## config.mk

```make
export PLATFORM = sky130hd
export DESIGN_NAME = latch_strobe_tx
export DESIGN_NICKNAME = d
export VERILOG_FILES = /design/src/rtl/latch_strobe_tx_pkg.sv /design/src/rtl/latch_strobe_phase_timer.sv /design/src/rtl/latch_strobe_tx.sv
export SDC_FILE = /design/constraint.sdc
export NUM_CORES = 1
export LEC_CHECK = 0
export CAP_MARGIN = 30
export CORE_MARGIN = 10
export CORE_UTILIZATION = 45
export CTS_CLUSTER_DIAMETER = 120
export DETAILED_ROUTE_END_ITERATION = 10
export HOLD_SLACK_MARGIN = 0.08
export MAX_ROUTING_LAYER = met4
export PLACE_DENSITY = 0.69
export SLEW_MARGIN = 20
export SYNTH_ARGS = -nofsm -noshare
export SYNTH_HDL_FRONTEND = slang
export SYNTH_SLANG_ARGS = --single-unit
```

## constraint.sdc

```tcl
create_clock -name clk -period 1.92 [get_ports clk]
set_clock_uncertainty 0.1 [all_clocks]
set_input_delay 0.192 -clock clk [delete_from_list [all_inputs] [get_ports clk]]
set_output_delay 0.192 -clock clk [all_outputs]
set_load 0.01 [all_outputs]
```

## src/rtl/latch_strobe_tx_pkg.sv

```systemverilog
// latch_strobe_tx_pkg: shared state encoding and phase-counter sizing for latch_strobe_tx.
`default_nettype none

package latch_strobe_tx_pkg;

  typedef enum logic [1:0] {
    ST_IDLE   = 2'd0,
    ST_SETUP  = 2'd1,
    ST_STROBE = 2'd2,
    ST_HOLD   = 2'd3
  } state_t;

  function automatic int max3(input int a, input int b, input int c);
    int m;
    m = (a > b) ? a : b;
    return (m > c) ? m : c;
  endfunction

  // Counter holds (phase length - 1), so max phase itself always fits.
  function automatic int phase_cnt_w(input int max_phase);
    return (max_phase < 2) ? 1 : $clog2(max_phase + 1);
  endfunction

endpackage

`default_nettype wire

```

## src/rtl/latch_strobe_phase_timer.sv

```systemverilog
// latch_strobe_phase_timer: loadable down-counter; tc is high while the count is zero.
`default_nettype none

module latch_strobe_phase_timer #(
  parameter int CNT_W = 2
) (
  input  logic             clk,
  input  logic             rst,
  input  logic             load,
  input  logic [CNT_W-1:0] load_val,
  output logic             tc
);

  logic [CNT_W-1:0] cnt;

  always_ff @(posedge clk) begin
    if (rst) begin
      cnt <= '0;
    end else if (load) begin
      cnt <= load_val;
    end else if (cnt != '0) begin
      cnt <= cnt - CNT_W'(1);
    end
  end

  assign tc = (cnt == '0);

endmodule

`default_nettype wire

```

## src/rtl/latch_strobe_tx.sv

```systemverilog
// latch_strobe_tx: serialises a word MSB-first onto lat_d with a lat_e strobe per bit.
// Optional LATCH_STROBE_TX_PARITY_EN appends an even-parity bit as the final bit.
`default_nettype none

module latch_strobe_tx
  import latch_strobe_tx_pkg::*;
#(
  parameter int DATA_W    = 8,
  parameter int SETUP_CYC = 1,
  parameter int PULSE_CYC = 2,
  parameter int HOLD_CYC  = 1
) (
  input  logic              clk,
  input  logic              rst,
  input  logic [DATA_W-1:0] tx_data,
  input  logic              tx_valid,
  output logic              tx_ready,
  output logic              lat_d,
  output logic              lat_e,
  output logic              busy,
  output logic              done
);

`ifdef LATCH_STROBE_TX_PARITY_EN
  localparam int NB = DATA_W + 1;
`else
  localparam int NB = DATA_W;
`endif

  localparam int BC_W = (NB > 1) ? $clog2(NB) : 1;
  localparam int PH_W = phase_cnt_w(max3(SETUP_CYC, PULSE_CYC, HOLD_CYC));

  localparam logic [PH_W-1:0] SETUP_LD = PH_W'(SETUP_CYC - 1);
  localparam logic [PH_W-1:0] PULSE_LD = PH_W'(PULSE_CYC - 1);
  localparam logic [PH_W-1:0] HOLD_LD  = PH_W'(HOLD_CYC - 1);
  localparam logic [BC_W-1:0] LAST_IDX = BC_W'(NB - 1);

  state_t          state;
  state_t          state_nx;
  logic [NB-1:0]   shift_reg;
  logic [NB-1:0]   shift_nx;
  logic [NB-1:0]   load_word;
  logic [BC_W-1:0] bit_cnt;
  logic            tmr_load;
  logic [PH_W-1:0] tmr_val;
  logic            tmr_tc;
  logic            accept;
  logic            next_bit;
  logic            frame_end;

`ifdef LATCH_STROBE_TX_PARITY_EN
  assign load_word = {tx_data, ^tx_data};
`else
  assign load_word = tx_data;
`endif

  assign shift_nx = shift_reg << 1;

  latch_strobe_phase_timer #(
    .CNT_W (PH_W)
  ) u_timer (
    .clk      (clk),
    .rst      (rst),
    .load     (tmr_load),
    .load_val (tmr_val),
    .tc       (tmr_tc)
  );

  always_ff @(posedge clk) begin
    if (rst) begin
      state <= ST_IDLE;
    end else begin
      state <= state_nx;
    end
  end

  always_comb begin
    state_nx  = state;
    tmr_load  = 1'b0;
    tmr_val   = SETUP_LD;
    accept    = 1'b0;
    next_bit  = 1'b0;
    frame_end = 1'b0;
    case (state)
      ST_IDLE: begin
        if (tx_valid && tx_ready) begin
          accept   = 1'b1;
          state_nx = ST_SETUP;
          tmr_load = 1'b1;
          tmr_val  = SETUP_LD;
        end
      end
      ST_SETUP: begin
        if (tmr_tc) begin
          state_nx = ST_STROBE;
          tmr_load = 1'b1;
          tmr_val  = PULSE_LD;
        end
      end
      ST_STROBE: begin
        if (tmr_tc) begin
          state_nx = ST_HOLD;
          tmr_load = 1'b1;
          tmr_val  = HOLD_LD;
        end
      end
      ST_HOLD: begin
        if (tmr_tc) begin
          if (bit_cnt == '0) begin
            state_nx  = ST_IDLE;
            frame_end = 1'b1;
          end else begin
            state_nx = ST_SETUP;
            next_bit = 1'b1;
            tmr_load = 1'b1;
            tmr_val  = SETUP_LD;
          end
        end
      end
      default: state_nx = ST_IDLE;
    endcase
  end

  // Outputs are registered from the next state so they line up with the state they describe.
  always_ff @(posedge clk) begin
    if (rst) begin
      tx_ready  <= 1'b1;
      lat_d     <= 1'b0;
      lat_e     <= 1'b0;
      busy      <= 1'b0;
      done      <= 1'b0;
      shift_reg <= '0;
      bit_cnt   <= '0;
    end else begin
      tx_ready <= (state_nx == ST_IDLE);
      busy     <= (state_nx != ST_IDLE);
      lat_e    <= (state_nx == ST_STROBE);
      done     <= frame_end;
      if (accept) begin
        shift_reg <= load_word;
        lat_d     <= load_word[NB-1];
        bit_cnt   <= LAST_IDX;
      end else if (next_bit) begin
        shift_reg <= shift_nx;
        lat_d     <= shift_nx[NB-1];
        bit_cnt   <= bit_cnt - BC_W'(1);
      end
    end
  end

endmodule

`default_nettype wire

```

; ---- Word-level counts from Yosys, hierarchy flattened
; Cells that the tools add are included.
; W data, S select, Z words.
[classes]
addsub = 2
eq_ne = 4
n_mux = 24
n_bitwise = 2
n_reduce_logical = 12
[ops]
columns = operator, count
row1 = $mux W7, 2
row2 = $mux W2, 6
row3 = $mux W1, 11
row4 = $pmux W2 S4, 1
row5 = $reduce_bool A2 Y1, 4
row6 = $eq A2 B2 Y1 const B, 3
row7 = $logic_not A2 Y1, 3
row8 = $mux W3, 2
row9 = $reduce_or A3 Y1, 2
row10 = $pmux W2 S2, 1
row11 = $logic_not A3 Y1, 1
row12 = $pmux W1 S3, 1
row13 = $sub A3 B1 Y3 const B, 1
row14 = $eq A2 B1 Y1 const B, 1
row15 = $not A1 Y1, 2
row16 = $reduce_or A2 Y1, 1
row17 = $sub A2 B1 Y2 const B, 1
row18 = $logic_and A1 B1 Y1, 1
[word_totals]
ff_bits = 19
out_inout_bits = 5
word_cells = 53

; ---- Logic depth before layout (Yosys ltp)
; Gate-level depths: netlist of run 1.
[depth]
depth_word = 6
mapped_depth = 8

; ---- Cells and area by module
; A second synthesis of run 1 with hierarchy kept.
[hier_totals]
cells_unflattened = 104
area_unflattened_um2 = 998.5
[modules_own_cells]
columns = mod, instances, cells_per_inst, area_each_um2, seq_area_each_um2
row1 = latch_strobe_tx, 1, 92, 877.1, 340.3
row2 = latch_strobe_phase_timer, 1, 12, 121.4, 40.0

; ---- Worst setup path before layout of run 1
; OpenSTA, ideal clock, no wires.
[synth_timing]
path_type = register to register
start = register bit_cnt[0]
end = register shift_reg[2]
arrival_ns = 1.363
required_ns = 1.734
setup_slack_ns = 0.371
stages_incl_launch_ff = 8
path_buffers = 1
period_less_slack_ns = 1.549
path_cell_list = dfxtp_1 > inv_1 > ha_1 > ha_1 > nand3b_4 > buf_12 > mux2i_1 > a211oi_1
[synth_via]
elab_chain_cells = 5
[synth_rtl]
columns = element, line
row1 = start: declaration, latch_strobe_tx.sv:43  ; logic [BC_W-1:0] bit_cnt;
row2 = start signal: assignment, latch_strobe_tx.sv:146  ; bit_cnt <= bit_cnt - BC_W'(1);
row3 = $logic_not A3 Y1, latch_strobe_tx.sv:109  ; if (bit_cnt == '0) begin
row4 = $mux W1, latch_strobe_tx.sv:109
row5 = $mux W1, latch_strobe_tx.sv:108  ; if (tmr_tc) begin
row6 = $mux W1, latch_strobe_tx.sv:84  ; case (state)
row7 = $reduce_bool A2 Y1 (no source line), n/a
row8 = end signal: assignment, latch_strobe_tx.sv:140  ; shift_reg <= load_word;
row9 = end signal: assignment, latch_strobe_tx.sv:144  ; shift_reg <= shift_nx;
row10 = end: declaration, latch_strobe_tx.sv:40  ; logic [NB-1:0] shift_reg;
; Every way passes these cells.
; A chain may end at the register's enable or synchronous reset.

; ---- Final worst setup path of run 1
[layout_timing]
start = register u_timer.cnt[0]
end = register lat_e
[layout_via]
elab_chain_cells = 4
elab_cells_between_ends = 6
[layout_rtl]
columns = element, line
row1 = start: declaration, latch_strobe_phase_timer.sv:14  ; logic [CNT_W-1:0] cnt;
row2 = start signal: assignment, latch_strobe_phase_timer.sv:20  ; cnt <= load_val;
row3 = start signal: assignment, latch_strobe_phase_timer.sv:22  ; cnt <= cnt - CNT_W'(1);
row4 = $logic_not A2 Y1 (*), latch_strobe_phase_timer.sv:26  ; assign tc = (cnt == '0);
row5 = $mux W2 (on tied branches), "latch_strobe_tx.sv:108, latch_strobe_tx.sv:94, latch_strobe_tx.sv:101"
row6 = $pmux W2 S4 (*), latch_strobe_tx.sv:84
row7 = $eq A2 B2 Y1 (*), latch_strobe_tx.sv:137  ; lat_e <= (state_nx == ST_STROBE);
row8 = end signal: assignment, latch_strobe_tx.sv:137
row9 = end: declaration, latch_strobe_tx.sv:19  ; output logic lat_e,
; Every way passes the cells marked *; elsewhere a longest branch is shown, timed or not.

==> results of run 1 <==
==> metal layers <==
metal | up-vias | GRT usage
met1 | 332 | 0.111
met4 | 0 | 0.0385
met2 | 8 | 0.136
met5 | - | -
li1 | 404 | -
met3 | 2 | 0.0198
==> logic make-up after synthesis <==
kind of cell    Yosys count  synth area share
mux                       8            0.0813
buf+inv                  14            0.0775
fa+ha+maj                 9             0.113
flops                    19             0.380
xor+xnor                  1           0.00875
compound gates           24             0.178
simple gates             29             0.163
==> path summary, 6_finish.rpt <==
kind                  start      endpoint  cells after the start  slack, ns
max          u_timer.cnt[0]         lat_e                      6       0.16
min              tx_data[0]  shift_reg[0]                      3       0.35
max reg2reg  u_timer.cnt[0]         lat_e                      6       0.16
min reg2reg    shift_reg[0]  shift_reg[0]                      2       0.37
==> synth_stat cells (all sizes together) (2+ instances only) <==
| cell type | instances |
|---|---|
| a211oi | 7 |
| a21oi | 9 |
| a31oi | 2 |
| buf | 4 |
| dfxtp | 19 |
| ha | 9 |
| inv | 9 |
| mux2i | 7 |
| nand2 | 3 |
| nand3 | 2 |
| nor2 | 13 |
==> area by class of cell <==
type | count | area, sq um | area share
timing repair buffer | 17 | 165 | 0.139
tap | 28 | 35.0 | 0.0296
inverter | 9 | 33.8 | 0.0285
multi-input combinational | 71 | 543 | 0.458
clock buffer | 3 | 22.5 | 0.0190
clock inverter | 1 | 5.00 | 0.00422
sequential | 19 | 380 | 0.321
==> critical path: stages (launching register included) <==
cell      delay [ns]
dfxtp_1         0.34
inv_1           0.06
ha_1            0.42
and2b_1         0.26
o221ai_2        0.24
a21oi_2         0.09
and2_1          0.16
==> through the flow <==
step	cell area, sq um	utilization
detailed placement	1160	0.533
global route	1180	0.546
floorplan	1000	-
CTS	1180	0.546
global placement	1160	0.533
finish	1180	0.546
==> cells in the final DEF (no fill, tap or decap) <==
cell type,n
nand2b_1,1
nand3b_4,1
a211oi_1,7
nor2_1,13
ha_1,9
nand2_1,3
nor3b_1,1
inv_2,1
o221ai_2,1
nand4b_1,1
clkdlybuf4s50_1,15
inv_1,8
buf_4,2
a31oi_1,2
mux2i_1,7
or4_1,1
nor2b_1,1
mux2_2,1
a21o_1,1
clkbuf_4,3
and2b_1,1
a31o_1,1
xnor2_1,1
a22oi_1,1
o32ai_2,1
o311ai_0,1
a21oi_1,8
nor4_1,1
clkinv_2,1
nand4_1,1
nor3_1,1
nand3_2,1
and2_1,1
nand3_1,1
dfxtp_1,19
a21oi_2,1
==> where the power goes <==
part | leakage, nW | internal [mW] | total (mW) | switching (mW)
combinational | 0.337 | 0.344 | 0.740 | 0.396
clock | 0.0177 | 0.0774 | 0.199 | 0.122
sequential | 0.157 | 0.515 | 0.588 | 0.0724
total | 0.512 | 0.937 | 1.53 | 0.591
==> flow_metrics.tcl, run 1 <==
set metrics [dict create \
    drc 0 \
    layout-drive-gt1-share 0.108 \
    dieWidth_microns 67.2 \
    synth_edf_count 0 \
    start_util 0.461 \
    synth-seq-cells 19 \
    routed.top_layer "met4" \
    p_leak_nw 0.512 \
    setup-violations-final 0 \
    dr_wl_met3_microns 40 \
    timing.fmax_mhz 569 \
    critPathRequiredTime_ns 2.01 \
    powerDensity_nw_per_um2 1290 \
    drv_cap 0 \
    firstDrtPassIters 3 \
    clock_path_buffers 2 \
    ctsHoldBuffers 0 \
    dp_cells 144 \
    grt_overflow 0 \
    synth_cell_types 37 \
    cts_setup_buffers 0 \
    chipHeight_microns 67.2 \
    worst_slew_pin_slew_ns 0.441 \
    synth_cells 104 \
    crit_type "flip-flop to flip-flop" \
    yosysTopAreaCell "dfxtp_1" \
    finalMaxSlewViolations 0 \
    yosysWarnings 0 \
    period_minus_slack_ns 1.76 \
    grt_pass1_vias 719 \
    post_drt_wl_per_cell_microns 12.5 \
    cts.repair.resized 0 \
    cp.arrival_ns 1.85 \
    largest_register_ffs 7 \
    postSynthAreaPerCell_sq_um 9.62 \
    h-tree-depth 1 \
    vias_per_cell 5.04 \
    wl_met2_microns 839 \
    synth-main-ff-cell "dfxtp_1" \
    area_growth_pct 18.4 \
    antenna_found_initial 0 \
    clock-sinks 19 \
    fin_crit_sh 0.915 \
    drtAntennaViolNets 0 \
    dp_hpwl_mm 1.39 \
    layout_setup_ws_ns 0.164 \
    seq_area_frac_synth 0.380 \
    async_reset_ff_frac 0 \
    io_buffers 15 \
    cp_max_fo 11 \
    grt_pass1_wl_mm 3.10 \
    drt_iter0_markers 22 \
    fillerInstances 221 \
    core_sq_um 2170 \
    fin_hold_ws_ns 0.349 \
    clk_latency_ns 0.29 \
    hold_viol 0 \
    rsz0062_at_grt "no" \
    cts_buffers 3 \
    netlist_area_sq_um 1000 \
    grt_max_degree 19 \
    design.final.nets 141 \
    cp-start-kind "flip-flop" \
    ir_drop_mv 0.946 \
    fin_cells 148 \
    dieArea_sq_um 4510 \
    place_congestion 0.798 \
    finalSetupTns_ns 0 \
    cts_tree "done" \
    root_buffer "clkbuf_4" \
    netlist.area_leader.share 0.380 \
    endpoint_kind "flip-flop" \
    vias 746 \
    status "finished, final reports clean" \
    clk_pin_slew_ns 0.11 \
    synthTopCellsByArea "dfxtp_1 (38%), ha_1 (11%), mux2i_1 (7.0%)" \
    wl_met1_microns 946 \
    hp-class "input pin to flip-flop" \
    place_ws_ns 0.199 \
    antennaDiodeCount 0 \
    grt_use_total 0.0897 \
    syn_nets 124 \
    p_total_mw 1.53 \
    slew_headroom 0.706 \
    rows 17 \
    routed_wl_mm 1.85 \
    io_pins 16 \
]
Power figures use the tool's default switching activity.
==> run 2: changes to the inputs <==
DONT_BUFFER_PORTS = 1   (was not set)
PLACE_DENSITY = not set   (was 0.69)
==> run 2 against run 1 <==
Non-clock buffer count down 7. Critical path type unchanged. Highest routed layer unchanged. Power down 5.2%. Register-to-register slack about the same. Flip-flop and latch count unchanged. Via count down 4.6%.
==> flow_metrics.tcl, run 2 (synthesis results as in run 1) <==
set metrics [dict create \
    status "finished, final reports clean" \
    whs_path_depth 2 \
    hp-class "input pin to flip-flop" \
    root_buffer "clkbuf_4" \
    dieArea_sq_um 4510 \
    hold_viol 0 \
    clk_latency_ns 0.29 \
    worst_slew_pin_slew_ns 0.708 \
    drtAntennaViolNets 0 \
    chipHeight_microns 67.2 \
    p_leak_nw 0.484 \
    grt_pass1_vias 698 \
    clock-sinks 19 \
    reg2regPathDepth 6 \
    post_drt_wl_per_cell_microns 12.7 \
    max_stage_delay_ns 0.42 \
    layout-drive-gt1-share 0.0885 \
    rsz0062_at_grt "no" \
    cp.arrival_ns 1.86 \
    area_growth_pct 11.7 \
    core_sq_um 2170 \
    place_congestion 0.766 \
    drc 0 \
    h-tree-depth 1 \
    vias 712 \
    powerDensity_nw_per_um2 1290 \
    endpoint_kind "flip-flop" \
    design.final.nets 134 \
    timing.fmax_mhz 566 \
    routed_wl_mm 1.79 \
    drv_cap 0 \
    final_common_cell "dfxtp_1" \
    period_minus_slack_ns 1.77 \
    crit_type "flip-flop to flip-flop" \
    setup-violations-final 0 \
    firstDrtPassIters 3 \
    cts_tree "done" \
    drt_iter0_markers 25 \
    start_util 0.461 \
    fin_util 0.516 \
    critPathRequiredTime_ns 2.01 \
    antennaDiodeCount 0 \
    grt_overflow 0 \
    rows 17 \
    largest_register_ffs 7 \
    cts.repair.resized 0 \
    fin_crit_sh 0.920 \
    finalMaxSlewViolations 0 \
    io_pins 16 \
    slew_headroom 0.526 \
    cts_buffers 3 \
    io_buffers 0 \
    ir_drop_mv 0.796 \
    grt_pass1_wl_mm 3.09 \
    antenna_found_initial 0 \
    r2r_slack_ns 0.15 \
    grt_max_degree 21 \
    finalSetupTns_ns 0 \
    vias_per_cell 5.05 \
    clk_pin_slew_ns 0.10 \
    clock_path_buffers 2 \
    dieWidth_microns 67.2 \
    grt_use_total 0.0906 \
    final_cell_mix "dfxtp_1 (19), nor2_1 (13), dlygate4sd3_1 (10)" \
    cp-start-kind "flip-flop" \
    critical-path-top-delay-family "simple AND/OR/NAND/NOR gates" \
    crit_chain "inv_1, ha_1, and2b_1, o221ai_2, a21oi_2, and2_1" \
    dp_hpwl_mm 1.28 \
    path_depth 6 \
    cp_max_fo 11 \
    slowest_stage "ha_1" \
    crit_buf_inv 1 \
]
-- run 2: report_power, final --
group          total, mW  switching [mW]  internal (mW)
Sequential         0.607          0.0909          0.516
Combinational      0.646           0.360          0.286
Clock              0.195           0.114         0.0806
Total               1.45           0.565          0.883
-- run 2: path summary, 6_finish.rpt --
path / end / from
setup / recovery: lat_e / u_timer.cnt[0]
hold / removal: bit_cnt[1] / tx_valid
setup reg to reg: lat_e / u_timer.cnt[0]
hold reg to reg: shift_reg[0] / shift_reg[0]
-- run 2: per-layer routing --
layer,track usage,wire [microns],up-vias
li1,-,-,387
met1,0.116,880,314
met2,0.122,789,9
met3,0.0364,102,2
met4,0.0385,16,0
met5,-,0,-
-- run 2: repair_timing --
action | CTS | global route
hold buffers | 10 | 0
hold endpoints to repair | 19 | 0
endpoints found under the setup margin | 0 | 0
buffers inserted | 0 | 0
-- run 2: through the flow --
stage / worst slack, ns / power [mW] / std cells / area, sq um / hold WS, ns
final: 0.154 / 1.45 / 141 / 1120 / 0.201
after floorplan: 0.371 / 1.16 / 104 / 1000 / 0.242
after global placement: 0.206 / 1.23 / 127 / 992 / 0.164
after CTS: 0.144 / 1.47 / 141 / 1120 / 0.183
after detailed placement: 0.182 / 1.24 / 127 / 992 / 0.165
after global routing: 0.0282 / 1.58 / 141 / 1120 / 0.220
-- run 2: area by class of cell --
class,count,area [sq um]
fillers,210,1050
multi-input cells,71,543
flip-flops and latches,19,380
repair buffers,10,100
well taps,28,35.0
inverters,9,33.8
clock buffers,4,26.3
==> run 3: changes to the inputs <==
clock period = 2 ns   (was 1.92 ns; I/O delays follow)
==> results of run 3 <==
Same layout as run 2 (identical final DEF). Status: finished, final reports clean.
Main changes from that run: setup slack after placement 0.182 ns -> 0.262 ns; setup slack after layout 0.154 ns -> 0.234 ns; hold slack 0.201 ns -> 0.209 ns; register-to-register setup slack 0.15 ns -> 0.23 ns; total power 1.45 mW -> 1.39 mW; worst IR drop on VDD 0.796 mV -> 0.764 mV
